[src/rtl/spi_mst_seq.sv]
// Command sequencer in front of spi_master: packs up to 16 command bytes, launches one
// transfer, waits for it to complete, then streams the received bytes back.
//
// state   | meaning
// --------+---------------------------------------------------------------
// S_IDLE  | accept command bytes into the transmit buffer
// S_START | start asserted, waiting for master busy (start timeout runs)
// S_WAIT  | transfer in flight, waiting for master busy to fall
// S_DRAIN | present received bytes on the response stream
module spi_mst_seq #(
    parameter int unsigned START_TO = 64
) (
    input  logic         clk,
    input  logic         rstn,
    input  logic         cmd_valid,
    input  logic [7:0]   cmd_data,
    input  logic         cmd_last,
    output logic         cmd_ready,
    output logic         rsp_valid,
    output logic [7:0]   rsp_data,
    output logic         rsp_last,
    input  logic         rsp_ready,
    output logic         seq_busy,
    output logic         seq_err,
    output logic [127:0] mst_wfifo,
    output logic [7:0]   mst_ctrl,
    input  logic [127:0] mst_rfifo,
    input  logic [7:0]   mst_status
);

    typedef enum logic [1:0] {
        S_IDLE  = 2'd0,
        S_START = 2'd1,
        S_WAIT  = 2'd2,
        S_DRAIN = 2'd3
    } state_t;

    localparam logic [7:0] TMR_LOAD = 8'(START_TO - 1);

    state_t       state_q, state_d;
    logic [3:0]   cnt_q, cnt_d;
    logic [3:0]   idx_q, idx_d;
    logic [3:0]   len_q, len_d;
    logic [7:0]   tmr_q, tmr_d;
    logic [127:0] rbuf_q, rbuf_d;
    logic [127:0] wfifo_q, wfifo_d;
    logic [7:0]   ctrl_q, ctrl_d;
    logic         rsp_valid_q, rsp_valid_d;
    logic [7:0]   rsp_data_q, rsp_data_d;
    logic         rsp_last_q, rsp_last_d;
    logic         busy_q, busy_d;
    logic         err_q, err_d;

    logic         cmd_acc;
    logic         pkt_end;
    logic         rsp_acc;
    logic         mst_busy;
    logic [3:0]   idx_nxt;
    logic         unused_status;

    function automatic logic [7:0] byte_at(input logic [127:0] v, input logic [3:0] i);
        logic [127:0] s;
        s = v << {i, 3'b000};
        return s[127:120];
    endfunction

    assign cmd_ready     = (state_q == S_IDLE);
    assign cmd_acc       = cmd_valid & cmd_ready;
    assign pkt_end       = cmd_last | (cnt_q == 4'hF);
    assign rsp_acc       = rsp_valid_q & rsp_ready;
    assign mst_busy      = mst_status[7];
    assign unused_status = ^mst_status[6:0];

    always_ff @(posedge clk or negedge rstn) begin
        if (!rstn) begin
            state_q <= S_IDLE;
        end else begin
            state_q <= state_d;
        end
    end

    always_comb begin
        state_d = state_q;
        unique case (state_q)
            S_IDLE: begin
                if (cmd_acc && pkt_end) state_d = S_START;
            end
            S_START: begin
                if (mst_busy)           state_d = S_WAIT;
                else if (tmr_q == 8'd0) state_d = S_IDLE;
            end
            S_WAIT: begin
                if (!mst_busy) state_d = S_DRAIN;
            end
            S_DRAIN: begin
                if (rsp_acc && rsp_last_q) state_d = S_IDLE;
            end
            default: state_d = S_IDLE;
        endcase
    end

    always_comb begin
        cnt_d       = cnt_q;
        idx_d       = idx_q;
        len_d       = len_q;
        tmr_d       = tmr_q;
        rbuf_d      = rbuf_q;
        wfifo_d     = wfifo_q;
        ctrl_d      = ctrl_q;
        rsp_valid_d = rsp_valid_q;
        rsp_data_d  = rsp_data_q;
        rsp_last_d  = rsp_last_q;
        err_d       = 1'b0;
        idx_nxt     = idx_q + 4'd1;
        unique case (state_q)
            S_IDLE: begin
                if (cmd_acc) begin
                    // slots are zero until written, so OR-ing the shifted byte places it
                    wfifo_d = wfifo_q | ({cmd_data, 120'd0} >> {cnt_q, 3'b000});
                    cnt_d   = cnt_q + 4'd1;
                    if (pkt_end) begin
                        len_d  = cnt_q;
                        ctrl_d = {1'b1, 3'b000, cnt_q};
                        tmr_d  = TMR_LOAD;
                    end
                end
            end
            S_START: begin
                if (mst_busy) begin
                    ctrl_d = 8'd0;
                end else if (tmr_q == 8'd0) begin
                    ctrl_d  = 8'd0;
                    err_d   = 1'b1;
                    cnt_d   = 4'd0;
                    wfifo_d = '0;
                end else begin
                    tmr_d = tmr_q - 8'd1;
                end
            end
            S_WAIT: begin
                if (!mst_busy) begin
                    rbuf_d      = mst_rfifo;
                    idx_d       = 4'd0;
                    rsp_valid_d = 1'b1;
                    rsp_data_d  = mst_rfifo[127:120];
                    rsp_last_d  = (len_q == 4'd0);
                end
            end
            S_DRAIN: begin
                if (rsp_acc) begin
                    if (rsp_last_q) begin
                        rsp_valid_d = 1'b0;
                        rsp_data_d  = 8'd0;
                        rsp_last_d  = 1'b0;
                        idx_d       = 4'd0;
                        cnt_d       = 4'd0;
                        wfifo_d     = '0;
                    end else begin
                        idx_d      = idx_nxt;
                        rsp_data_d = byte_at(rbuf_q, idx_nxt);
                        rsp_last_d = (idx_nxt == len_q);
                    end
                end
            end
            default: ;
        endcase
        busy_d = (state_d != S_IDLE);
    end

    always_ff @(posedge clk or negedge rstn) begin
        if (!rstn) begin
            cnt_q       <= 4'd0;
            idx_q       <= 4'd0;
            len_q       <= 4'd0;
            tmr_q       <= 8'd0;
            rbuf_q      <= '0;
            wfifo_q     <= '0;
            ctrl_q      <= 8'd0;
            rsp_valid_q <= 1'b0;
            rsp_data_q  <= 8'd0;
            rsp_last_q  <= 1'b0;
            busy_q      <= 1'b0;
            err_q       <= 1'b0;
        end else begin
            cnt_q       <= cnt_d;
            idx_q       <= idx_d;
            len_q       <= len_d;
            tmr_q       <= tmr_d;
            rbuf_q      <= rbuf_d;
            wfifo_q     <= wfifo_d;
            ctrl_q      <= ctrl_d;
            rsp_valid_q <= rsp_valid_d;
            rsp_data_q  <= rsp_data_d;
            rsp_last_q  <= rsp_last_d;
            busy_q      <= busy_d;
            err_q       <= err_d;
        end
    end

    assign mst_wfifo = wfifo_q;
    assign mst_ctrl  = ctrl_q;
    assign rsp_valid = rsp_valid_q;
    assign rsp_data  = rsp_data_q;
    assign rsp_last  = rsp_last_q;
    assign seq_busy  = busy_q;
    assign seq_err   = err_q;

endmodule

[config.mk]
export PLATFORM = sky130hd
export DESIGN_NAME = spi_mst_seq
export DESIGN_NICKNAME = d
export VERILOG_FILES = /design/src/rtl/spi_mst_seq.sv
export SDC_FILE = /design/constraint.sdc
export NUM_CORES = 1
export LEC_CHECK = 0
export ABC_AREA = 1
export CORE_MARGIN = 2
export CORE_UTILIZATION = 40
export CTS_CLUSTER_SIZE = 28
export DETAILED_ROUTE_END_ITERATION = 16
export GPL_TIMING_DRIVEN = 0
export HOLD_SLACK_MARGIN = 0.03
export PLACE_DENSITY = 0.72
export SYNTH_ARGS = -nofsm -noshare
export SYNTH_HDL_FRONTEND = slang
export SYNTH_SLANG_ARGS = --single-unit
[constraint.sdc]
create_clock -name clk -period 1.95 [get_ports clk]
set_input_delay 0.4875 -clock clk [delete_from_list [all_inputs] [get_ports clk]]
set_output_delay 0.4875 -clock clk [all_outputs]
set_load 0.1 [all_outputs]
==> impl_summary.txt <==
----------------------------------------------------
[Clock network]
  Clock tree from TritonCTS ... done
  CTS Buf Count ... 35
  Sink count of the clock tree ... 295
  Maximum number of buffers from clock root to sink ... 3
  Clock-pin slew reported for the worst setup and hold paths after clock tree synthesis ... 0.06 ns
  Clock latency on the worst-skew pair ... 0.54 ns
  Maximum level of the CTS H-tree ... 2
  CTS Root Buffer Type ... sky130_fd_sc_hd__clkbuf_16

[Power]
  Largest voltage drop on the vdd net ... 0.00151 V
  Net Sw Frac ... 0.505
  Part of the power in the clock network ... 0.194
  Net switching component of the power ... 16.5 mW
  Combinational cell fraction of total power ... 0.523
  LEAKAGE ... 9.77 nW
  Total power per unit cell area ... 1710 nW/µm²
  Sequential power share ... 0.283
  Cell internal power dissipation ... 16.2 mW

[Synthesis]
  Post-synth cell types ... 35
  Yosys Warn Count ... 0
  Count of flip-flops with a built-in enable after synthesis ... 0
  Main area contributors after synthesis ... sky130_fd_sc_hd__dfrtp_1 (50%), sky130_fd_sc_hd__nand2_1 (21%), sky130_fd_sc_hd__o21ai_0 (5.5%)
  Proportion of synthesized chip area in sequential cells ... 0.497
  Post-Synthesis Mean Instance Area ... 7.20 µm²
  Syn Std Cell Area ... 14900 µm²
  Cells after synthesis ... 2064
  Main flop type after synthesis ... sky130_fd_sc_hd__dfrtp_1
  Proportion of netlist area held by the largest area contributor ... 0.497
  Cell accounting for the most synthesized area ... sky130_fd_sc_hd__dfrtp_1
  Share of synthesized registers carrying an async set or reset ... 1.00
  #FFs+latches synth ... 295

[Global route]
  Antenna violations before repair ... 2
  Global Route Usage Sum ... 0.257
  Vias in the first global route ... 14300
  First-pass GRT wire length ... 77800 µm
  Maximum number of pins on one net before global-route repair ... 119
  Total grt overflow ... 0

[Layout]
  Fillers ... 3560
  Most common cell after layout, fill and taps aside ... sky130_fd_sc_hd__nand2_1
  Register area ... 7390 µm²
  Area used by multi-input combinational logic ... 6200 µm²
  Layout cell share with drive strength beyond 1 ... 0.134
  Layout Nets ... 2549
  Most frequent cells in the layout ... sky130_fd_sc_hd__nand2_1 (819), sky130_fd_sc_hd__dfrtp_1 (292), sky130_fd_sc_hd__inv_1 (208)
  P&R area growth vs syn ... 28.3%

[Routing]
  Iter 0 DRT Violations ... 1071
  TritonRoute pass-1 iters ... 7
  Wirelength per Cell ... 17.3 µm
  Routed Antenna Nets ... 0
  DRC errors left ... 0
  Total via count in the routed design ... 14600
  Vias per cell ... 5.06
  Final WL ... 49800 µm

[Status]
  Status ... completed

[Critical path]
  Logic depth of the worst register-to-register path ... 9
  Critical path arrival ... 1.43 ns
  FF-to-FF End ... rsp_data[3]
  Largest stage delay on the critical path ... 0.56 ns
  Highest fanout seen on the critical path ... 2
  Reg-to-reg setup timing slack ... 0.08 ns
  Critical path required time ... 1.46 ns
  Crit path to ... rsp_data[6]
  Buffer and inverter count on the worst path ... 1
  Cell type of the slowest stage on the worst timing path ... sky130_fd_sc_hd__clkdlybuf4s15_2
  CP Class ... reg2out
  Launch point of the worst reg-to-reg path ... idx_q[0]
  Kind of start point of the critical path ... flip-flop
  Instance count on the critical path ... 1
  Capturing element type of the critical path ... output port
  Crit path from ... rsp_data[6]
  Delay-heaviest family, CP ... buffers and inverters
  Cells along the critical path ... clkdlybuf4s15_2

[Place]
  Weighted congestion at the end of routability-driven global placement ... 0.962
  Pre-CTS setup slack ... -0.628 ns
  I/O Buffers ... 287
  Detailed-placement wirelength estimate ... 36800 µm

[Floorplan]
  Cell row count ... 70
  I/O pins ... 298
  Die Outline Area ... 38700 µm²
  Area of the core ... 36600 µm²
  Effective utilization at floorplan ... 0.406
  Die Y ... 197 µm
  Floorplan die width ... 197 µm

[STA]
  Sum of negative setup slack ... 0 ns
  Period minus WS final ... 1.92 ns
  Final setup fails ... 0
  Post-layout worst setup margin ... 0.0296 ns
  Share of the clock period used by the worst path ... 0.985
  Max-slew headroom ... 0.571
  Final Hold Vio Count ... 0
  Pins Over Slew Limit ... 0
  Worst clock skew on the final layout ... 0.0233 ns
  RSZ-0062 raised after global routing ... true
  Slew at the pin closest to its max-slew limit ... 0.644 ns
  Timing-limited maximum frequency ... 521 MHz

[Worst hold path]
  Worst min-delay path startpoint ... mst_ctrl[1]
  Hold crit path type ... reg2reg

[Flow run]
  Count of maximum capacitance violations ... 0

----------------------------------------------------
[cell type report]
type / count / share of cell area
repair buffers: 296 / 0.122
flip-flops and latches: 295 / 0.388
multi-input cells: 1429 / 0.325
clock buffers: 49 / 0.0508
diodes: 1 / 0.000131
well taps: 468 / 0.0307
plain buffers: 121 / 0.0345
inverters: 219 / 0.0434
clock inverters: 9 / 0.00617
[state kept, by name, summed over array words and instances, names as in the netlist]
| name | cells |
|---|---|
| seq_busy | 1 |
| rbuf_q | 128 |
| idx_q | 4 |
| mst_ctrl | 5 |
| cnt_q | 4 |
| len_q | 4 |
| rsp_last | 1 |
| tmr_q | 8 |
| seq_err | 1 |
| mst_wfifo | 128 |
| rsp_valid | 1 |
| state_q | 2 |
| rsp_data | 8 |
[metrics by stage]
| stage | area, µm² | utilization | hold WS, ns | std cells | total power [mW] |
|---|---|---|---|---|---|
| floorplan | 14900 | - | 0.192 | 2066 | 21.3 |
| global placement | 18300 | 0.501 | 0.459 | 2821 | 26.1 |
| detailed placement | 18400 | 0.502 | 0.467 | 2823 | 26.4 |
| CTS | 18900 | 0.516 | 0.479 | 2881 | 32.4 |
| global route | 19100 | 0.521 | 0.514 | 2887 | 34.7 |
| finish | 19100 | 0.521 | 0.475 | 2887 | 32.7 |
[per-layer routing]
| metal | up-vias | GRT usage | wire length, µm |
|---|---|---|---|
| met1 | 6877 | 0.324 | 19900 |
| met3 | 107 | 0.0633 | 4590 |
| met5 | - | 0 | 16 |
| met4 | 2 | 0.0986 | 1890 |
| met2 | 608 | 0.429 | 23400 |
| li1 | 7021 | - | - |
[worst register-to-register path: cells and delay by family, from the launching register on]
family	cells	cell delay (ns)
compound gates	1	0.08
buf+inv	2	0.56
flops	1	0.44
simple gates	6	0.68
[cell families (layout without fill, tap and decap cells)]
logic type	after synthesis	count (layout)	share of synthesized area
AO/OA/AOI/OAI	287	287	0.0988
XOR/XNOR	10	10	0.00640
adder cells (fa/ha/maj)	3	3	0.00253
buffers and inverters	342	694	0.0959
flip-flops	295	295	0.497
other	1	4	0.000252
AND/OR/NAND/NOR	1126	1126	0.299
[repair_timing]
| item | 4_1_cts | 5_1_grt |
|---|---|---|
| pin swaps | 0 | 4 |
| resized for setup | 744 | 51 |
| hold buffers | 1 | 0 |
| hold endpoints to repair | 66 | 0 |
| setup buffers | 0 | 6 |
| endpoints found under the setup margin | 354 | 270 |
[synth_stat cells, drive strengths merged, types with 4 or more instances]
cell,instances
a31oi,8
nand2,820
nor2,170
nand3,128
xor2,7
nand4,4
o21ai,208
clkbuf,53
dfrtp,295
clkinv,5
buf,70
a21oi,68
inv,214
[power by group through the flow]
| stage | Clock [mW] | Sequential, mW | Combinational, mW |
|---|---|---|---|
| floorplan | 0 | 13.2 | 8.13 |
| global placement | 0 | 9.29 | 16.8 |
| detailed placement | 0 | 9.32 | 17.1 |
| CTS | 6.46 | 9.22 | 16.8 |
| global route | 6.71 | 9.45 | 18.5 |
| finish | 6.35 | 9.24 | 17.1 |
[worst min-delay path by stage]
| stage | endpoint | slack (ns) | cells past startpoint |
|---|---|---|---|
| after floorplan | cnt_q[0] | 0.19 | 0 |
| after CTS | mst_ctrl[7] | 0.48 | 2 |
| final | mst_ctrl[1] | 0.48 | 2 |
| after global routing | rbuf_q[81] | 0.51 | 3 |
| after global placement | mst_ctrl[0] | 0.46 | 2 |
| after detailed placement | mst_ctrl[7] | 0.47 | 2 |
No activity file was read; power rests on OpenSTA's default activity.
